<file path="src/rtl/lib_switch_allocator_rr.sv">
// Separable switch allocator for a wormhole crossbar.
// Each output keeps its own IDLE/LOCKED state, an owner and a round-robin
// pointer. Grants are combinational from registered state, so a flit can be
// granted in the same cycle it requests. A non-tail grant locks the output
// to that input until its tail flit transfers.
module lib_switch_allocator_rr #(
  parameter int N = 4,
  parameter int M = 4
) (
  input  logic                  clk,
  input  logic                  reset_n,
  input  logic                  ce,
  input  logic [0:N-1][0:M-1]   i_req,
  input  logic [0:N-1]          i_tail,
  input  logic [0:M-1]          i_ready,
  output logic [0:M-1][0:N-1]   o_sel,
  output logic [0:N-1]          o_gnt
);

  localparam int W = (N > 1) ? $clog2(N) : 1;

  typedef enum logic {
    ST_IDLE   = 1'b0,
    ST_LOCKED = 1'b1
  } state_t;

  // Outputs are forced to zero while held in reset or with the clock disabled.
  logic                 w_en;
  logic [0:N-1]         w_valid;
  logic [0:M-1][0:N-1]  w_rq;

  assign w_en = ce & reset_n;

  // Next round-robin position after v, wrapping at N.
  function automatic logic [W-1:0] f_inc(input logic [W-1:0] v);
    return (v == W'(N - 1)) ? '0 : v + 1'b1;
  endfunction

  // A request counts only if it names exactly one output; anything else is
  // ignored so a corrupted header cannot grab several outputs at once.
  // w_rq is the transposed request matrix: w_rq[m][n] = input n wants m.
  genvar gi, gj;
  generate
    for (gi = 0; gi < N; gi++) begin : g_in
      assign w_valid[gi] = (i_req[gi] != '0) &&
                           ((i_req[gi] & (i_req[gi] - 1'b1)) == '0);
      for (gj = 0; gj < M; gj++) begin : g_col
        assign w_rq[gj][gi] = w_valid[gi] & i_req[gi][gj];
      end
    end
  endgenerate

  generate
    for (gi = 0; gi < M; gi++) begin : g_out
      state_t          r_state, w_state_next;
      logic [W-1:0]    r_owner, w_owner_next;
      logic [W-1:0]    r_ptr, w_ptr_next;
      logic [0:N-1]    w_sel;
      logic            w_found;
      logic [W-1:0]    w_win;

      // Arbitration and next-state: rotating search from ptr when idle,
      // owner-only forwarding when locked.
      always_comb begin
        w_sel        = '0;
        w_state_next = r_state;
        w_owner_next = r_owner;
        w_ptr_next   = r_ptr;
        w_found      = 1'b0;
        w_win        = '0;
        case (r_state)
          ST_IDLE: begin
            if (i_ready[gi]) begin
              for (int k = 0; k < N; k++) begin
                int           idx;
                logic [W-1:0] cand;
                idx = int'(r_ptr) + k;
                if (idx >= N) idx = idx - N;
                cand = W'(idx);
                if (!w_found && w_rq[gi][cand]) begin
                  w_found = 1'b1;
                  w_win   = cand;
                end
              end
              if (w_found) begin
                w_sel[w_win] = 1'b1;
                if (i_tail[w_win]) begin
                  w_ptr_next = f_inc(w_win);
                end else begin
                  w_state_next = ST_LOCKED;
                  w_owner_next = w_win;
                end
              end
            end
          end
          ST_LOCKED: begin
            // Stalls (owner not requesting or output busy) keep the lock.
            if (w_rq[gi][r_owner] && i_ready[gi]) begin
              w_sel[r_owner] = 1'b1;
              if (i_tail[r_owner]) begin
                w_state_next = ST_IDLE;
                w_ptr_next   = f_inc(r_owner);
              end
            end
          end
          default: begin
            w_state_next = ST_IDLE;
          end
        endcase
      end

      // State register: reset drops any lock and restarts arbitration at 0.
      always_ff @(posedge clk or negedge reset_n) begin
        if (!reset_n) begin
          r_state <= ST_IDLE;
          r_owner <= '0;
          r_ptr   <= '0;
        end else if (ce) begin
          r_state <= w_state_next;
          r_owner <= w_owner_next;
          r_ptr   <= w_ptr_next;
        end
      end

      assign o_sel[gi] = w_en ? w_sel : '0;
    end
  endgenerate

  // An input transfers when any output selects it.
  always_comb begin
    o_gnt = '0;
    for (int n = 0; n < N; n++) begin
      for (int m = 0; m < M; m++) begin
        o_gnt[n] = o_gnt[n] | o_sel[m][n];
      end
    end
  end

endmodule

</file>
<file path="config.mk">
export PLATFORM = sky130hd
export DESIGN_NAME = lib_switch_allocator_rr
export DESIGN_NICKNAME = d
export VERILOG_FILES = /design/src/rtl/lib_switch_allocator_rr.sv
export SDC_FILE = /design/constraint.sdc
export NUM_CORES = 1
export LEC_CHECK = 0
export ABC_AREA = 1
export CAP_MARGIN = 10
export CORE_ASPECT_RATIO = 1.4
export CORE_UTILIZATION = 35
export DETAILED_ROUTE_END_ITERATION = 8
export PLACE_DENSITY = 0.58
export SLEW_MARGIN = 20
export SYNTH_ARGS = -nofsm -noshare
export SYNTH_HDL_FRONTEND = slang
export SYNTH_SLANG_ARGS = --single-unit
export TNS_END_PERCENT = 100
</file>
<file path="constraint.sdc">
create_clock -name clk -period 5.1 [get_ports clk]
set_input_delay 1.275 -clock clk [delete_from_list [all_inputs] [get_ports clk]]
set_output_delay 1.275 -clock clk [all_outputs]
set_load 0.005 [all_outputs]
</file>
### Word level (Yosys, flattened, before mapping)

Index checks and enable logic that the tools add are counted.

* add/subtract/negate cells: 40
* magnitude comparators: 48
* eq/ne operators: 28
* muxes and demuxes: 296
* bitwise logic cells: 65
* reductions and logical operators: 56

Operators with widths (count)
* $mux W2: 100
* $mux W1: 132
* $ge A3 B3 Y1 const B: 36
* $not A2 Y3: 24
* $mux W4: 16
* $bmux W1 S2: 28
* $pmux W4 S2: 4
* $sub A2 B1 Y2 const B: 16
* $logic_and A1 B1 Y1: 28
* $add A2 B2 Y3 const B: 8
* $lt A3 B1 Y1 const B: 8
* $ne A2 B2 Y1 const B: 12
* $reduce_and A6 Y1: 4
* $reduce_and A5 Y1: 4
* $and A1 B1 Y1: 17
* $add A2 B1 Y2 const B: 8
* $and A4 B4 Y4: 4
* $demux W1 S2: 8
* $eq A2 B2 Y1 const B: 8
* $logic_not A4 Y1: 4
* $ne A2 B1 Y1 const B: 8
* $pmux W2 S2: 4
* $reduce_bool A4 Y1: 4
* $sub A4 B1 Y4 const B: 4
* 6 further kinds: 44

* register bits after elaboration: 20
* bits of input ports: 27
* output and inout bits: 20
* logic and storage cells: 545

### Depth between registers and ports, before layout

* depth in word-level cells: 38
* depth in mapped cells: 17
* depth with buffers taken out: 16

### Worst setup path before layout

Ideal clock, no wire load.

* kind: input -> output
* start point: input port i_req[12] (netlist bit)
* end point: output port o_gnt[0] (netlist bit)
* data arrival time: 2.793 ns
* required time: 3.825 ns
* slack: 1.032 ns
* cell stages on the path: 15
* path buffers: 0
* path through: nor2_4 > nand4_1 > nand2_1 > nand2_1 > nand2_2 > nand2_1 > nand2_2 > nor2_4 > nand2_4 > nand2_4 > inv_1 > ha_1 > mux2i_1 > or3_1 > nand4_1

* longest elaborated chain between the ends: 38
* elaborated cells between the ends (all ways): 216
* classes of those cells: add/sub (1); order compare (8); mux (160); bitwise (12); reduce/logical (35)

RTL lines
* start, declared: RTL line 13 `input logic [0:N-1][0:M-1] i_req,`
* $sub A4 B1 Y4: RTL line 46 `((i_req[gi] & (i_req[gi] - 1'b1)) == '0);`
* $and A4 B4 Y4: RTL line 46
* $logic_not A4 Y1: RTL line 46
* $logic_and A1 B1 Y1: RTL line 45 `assign w_valid[gi] = (i_req[gi] != '0) &&`
* $and A1 B1 Y1: RTL line 48 `assign w_rq[gj][gi] = w_valid[gi] & i_req[gi][gj];`
* $bmux W1 S2: RTL line 80 `if (!w_found && w_rq[gi][cand]) begin`
* $mux W1 (not written as such) (2 in a row): RTL line 80
* $mux W1: RTL line 80
* (+20 left out)
* $mux W1 (not written as such): RTL line 86 `w_sel[w_win] = 1'b1;`
* $demux W1 S2: RTL line 86
* $mux W4: RTL line 85 `if (w_found) begin`
* $mux W4: RTL line 73 `if (i_ready[gi]) begin`
* $pmux W4 S2: RTL line 71 `case (r_state)`
* $mux W4: RTL line 125 `assign o_sel[gi] = w_en ? w_sel : '0;`
* $or A1 B1 Y1 (2 in a row): RTL line 134 `o_gnt[n] = o_gnt[n] | o_sel[m][n];`
* $or A1 B1 Y1 (*): RTL line 134
* end, declared: RTL line 17 `output logic [0:N-1] o_gnt`

Every way passes the cells marked *; elsewhere a longest branch is shown, timed or not. The select of a mux whose other input is x is not followed.

### Worst setup path in the final report

* start point: input port i_req[9] (netlist bit)
* end point: output port o_gnt[1] (netlist bit)

The elaborated chain is that of the path after synthesis.

==> impl_metrics.tcl <==
set metrics [dict create \
    worstMarginPinSlew_ps 531.4 \
    hold_violations 0 \
    period_share_pct 98.44 \
    grt_usage_pct 22.98 \
    period_needed_ps 5020 \
    die_area_mm2 0.01125 \
    fmax_mhz 199.2 \
    fp.coreArea_mm2 0.01046 \
    dr.first_iter.drc_count 262 \
    setup_violations 0 \
    grt_use_met2_pct 41.67 \
    slew_headroom_pct 64.57 \
    cts_sinks 20 \
    finalWirelength_mm 12.97 \
    rsz0062_at_grt "yes" \
    placed_cells 859 \
    synth_area_mm2 0.003790 \
    clockBufferDepth 2 \
    vdd_drop_max_mv 0.2235 \
    grt_max_degree 21 \
    ys_seq_elements 20 \
    cp-start-kind "input port" \
    num_rows 44 \
    area_growth_pct 38.66 \
    top_usage_layer "met2" \
    avgSynthCellArea_um2 6.223 \
    regArea_um2 500.5 \
    hold_class "flip-flop to flip-flop" \
    io_pins 47 \
    fin_skew_ps 0.5286 \
    h-tree-depth 1 \
    antenna_found_initial 0 \
    whs_path_depth 2 \
    tns_ps 0 \
    crit_arrival_ps 3750 \
    fill_cells 1085 \
    holdWs_ps 617.7 \
    crit_type "input port to output pin" \
    die_h_um 125.1 \
    syn-num-nets 668 \
    final_common_cell "nand2_1" \
    multi_input_area_mm2 0.002959 \
    p_per_area_mw_per_mm2 504.5 \
    leakage_uw 0.002932 \
    antenna_cells 0 \
    ff2ff_path_depth 12 \
    firstDrtPassIters 7 \
    die_w_um 89.95 \
    synth-seq-area-share_pct 13.21 \
    dp_hpwl_mm 10.55 \
    start_util_pct 36.23 \
    layout-drive-gt1-share_pct 29.79 \
    worstPathMaxFanout 4 \
    outcome "finished clean" \
    io_buffers 46 \
    drc 0 \
    use_met3_pct 2.129 \
    ant_nets 0 \
    wire_per_inst_um 14.58 \
    gp_congestion 0.9369 \
    crit_required_ps 3830 \
    maxSlewViolCount 0 \
    final_util_pct 50.24 \
    vias 4615 \
    yosysWarnings 0 \
    via_per_inst 5.185 \
    synth_cell_type_count 40 \
    instances_no_fill 890 \
    clk_latency_ps 260 \
    cts_tree "built" \
    end_kind "output pin" \
    met1_usage_pct 28.14 \
    layout_common_cells "167 x nand2_1, 104 x buf_4, 75 x nand3_1" \
    numCtsBuffers 3 \
    final_nets 813 \
    clkSlewWorstSetupHoldPaths_ps 60 \
    grt_pass1_vias 4343 \
    cap_violations 0 \
    grt_pass1_wl_mm 20.94 \
    syn-instance-count 609 \
    grt_overflow 0 \
    root_buffer "clkbuf_16" \
]
==> synthesized netlist by cell type, drive strengths merged <==
cell type  instances  area share [%]
nor2              38             6.3
o211ai             2            0.40
inv               83             8.4
or2                1            0.17
a211oi             2            0.40
o221ai             2            0.46
o21a               1            0.20
buf                5             1.3
xnor2              3             1.3
clkbuf             6            0.86
nand3b             4            0.79
or3                2            0.33
o21ai             27             4.1
o22ai              3            0.50
xor2               1            0.43
dfrtp             20              13
a31oi              1            0.17
nand3             92              14
mux2i              2            0.53
nand4             58              10
ha                32              11
clkinv             3            0.30
nand2            198              22
a21oi             22             3.4
o32ai              1            0.23
==> flip-flops by register name (all words and copies together), names as in the netlist <==
name and count:
g_out.r_state 4, g_out.r_ptr 8, g_out.r_owner 8
==> power breakdown <==
| part | total (µW) | switching, µW | internal, µW |
|---|---|---|---|
| clock network | 167 | 63.7 | 104 |
| registers | 404 | 181 | 223 |
| logic | 2080 | 1160 | 915 |
==> cell families after synthesis <==
group / Yosys count / share of synthesized area [%]
and+or+nand+nor: 393 / 53.38
adders and majority gates: 32 / 10.56
buffers and inverters: 97 / 10.80
muxes: 2 / 0.5282
DFF: 20 / 13.21
xor gates and xnor gates: 4 / 1.717
AOI/OAI and AO/OA: 61 / 9.806
==> metrics by stage <==
step                power, µW  cell area (µm²)  setup WS (ps)
global route             2938             5255         -43.50
floorplan                1679             3790           1032
CTS                      2533             5064         -15.95
finish                   2651             5255          79.55
global placement         2317             4920         -290.6
detailed placement       2344             4920         -311.3
==> layout make-up <==
type	count	share of cell area, %
multi-input combinational	492	56.31
timing repair buffer	151	23.21
sequential	20	9.524
inverter	86	6.238
tap	138	3.286
clock buffer	3	1.429
==> worst paths after layout <==
check / end / start / slack, ps
worst max register to register: g_out[0].r_ptr[0] / g_out[0].r_ptr[0] / 2640
min in group asynchronous: g_out[1].r_state / reset_n / 1410
worst max-delay path: o_gnt[1] / i_req[9] / 80
max in group asynchronous: g_out[0].r_ptr[1] / reset_n / 3460
worst min register to register: g_out[1].r_state / g_out[1].r_state / 620
worst min-delay path: g_out[1].r_state / g_out[1].r_state / 620
==> metal layers <==
| layer | wire (µm) | share of wire (%) | vias up |
|---|---|---|---|
| met5 | 0 | 0 | - |
| met4 | 303 | 2.3 | 0 |
| met3 | 711 | 5.5 | 17 |
| met2 | 6482 | 50 | 154 |
| met1 | 5477 | 42 | 2110 |
| li1 | - | - | 2334 |
==> repair_timing <==
action / 4_1_cts / 5_1_grt
hold buffers: 0 / 0
setup buffers: 8 / 20
pin swaps: 22 / 51
gates resized for setup: 32 / 55
setup endpoints to repair: 20 / 18
==> critical path, cell delays in order <==
cell             delay, ps
dlygate4sd2_1          270
nor2_4                 150
nand4_1                160
nand2_2                130
buf_4                  110
buf_4                   90
nand4_1                130
a21oi_2                200
ha_1                   170
mux2i_1                 60
or3_4                  390
nand4_1                100
clkdlybuf4s50_1        510
Power figures use the tool's default switching activity.
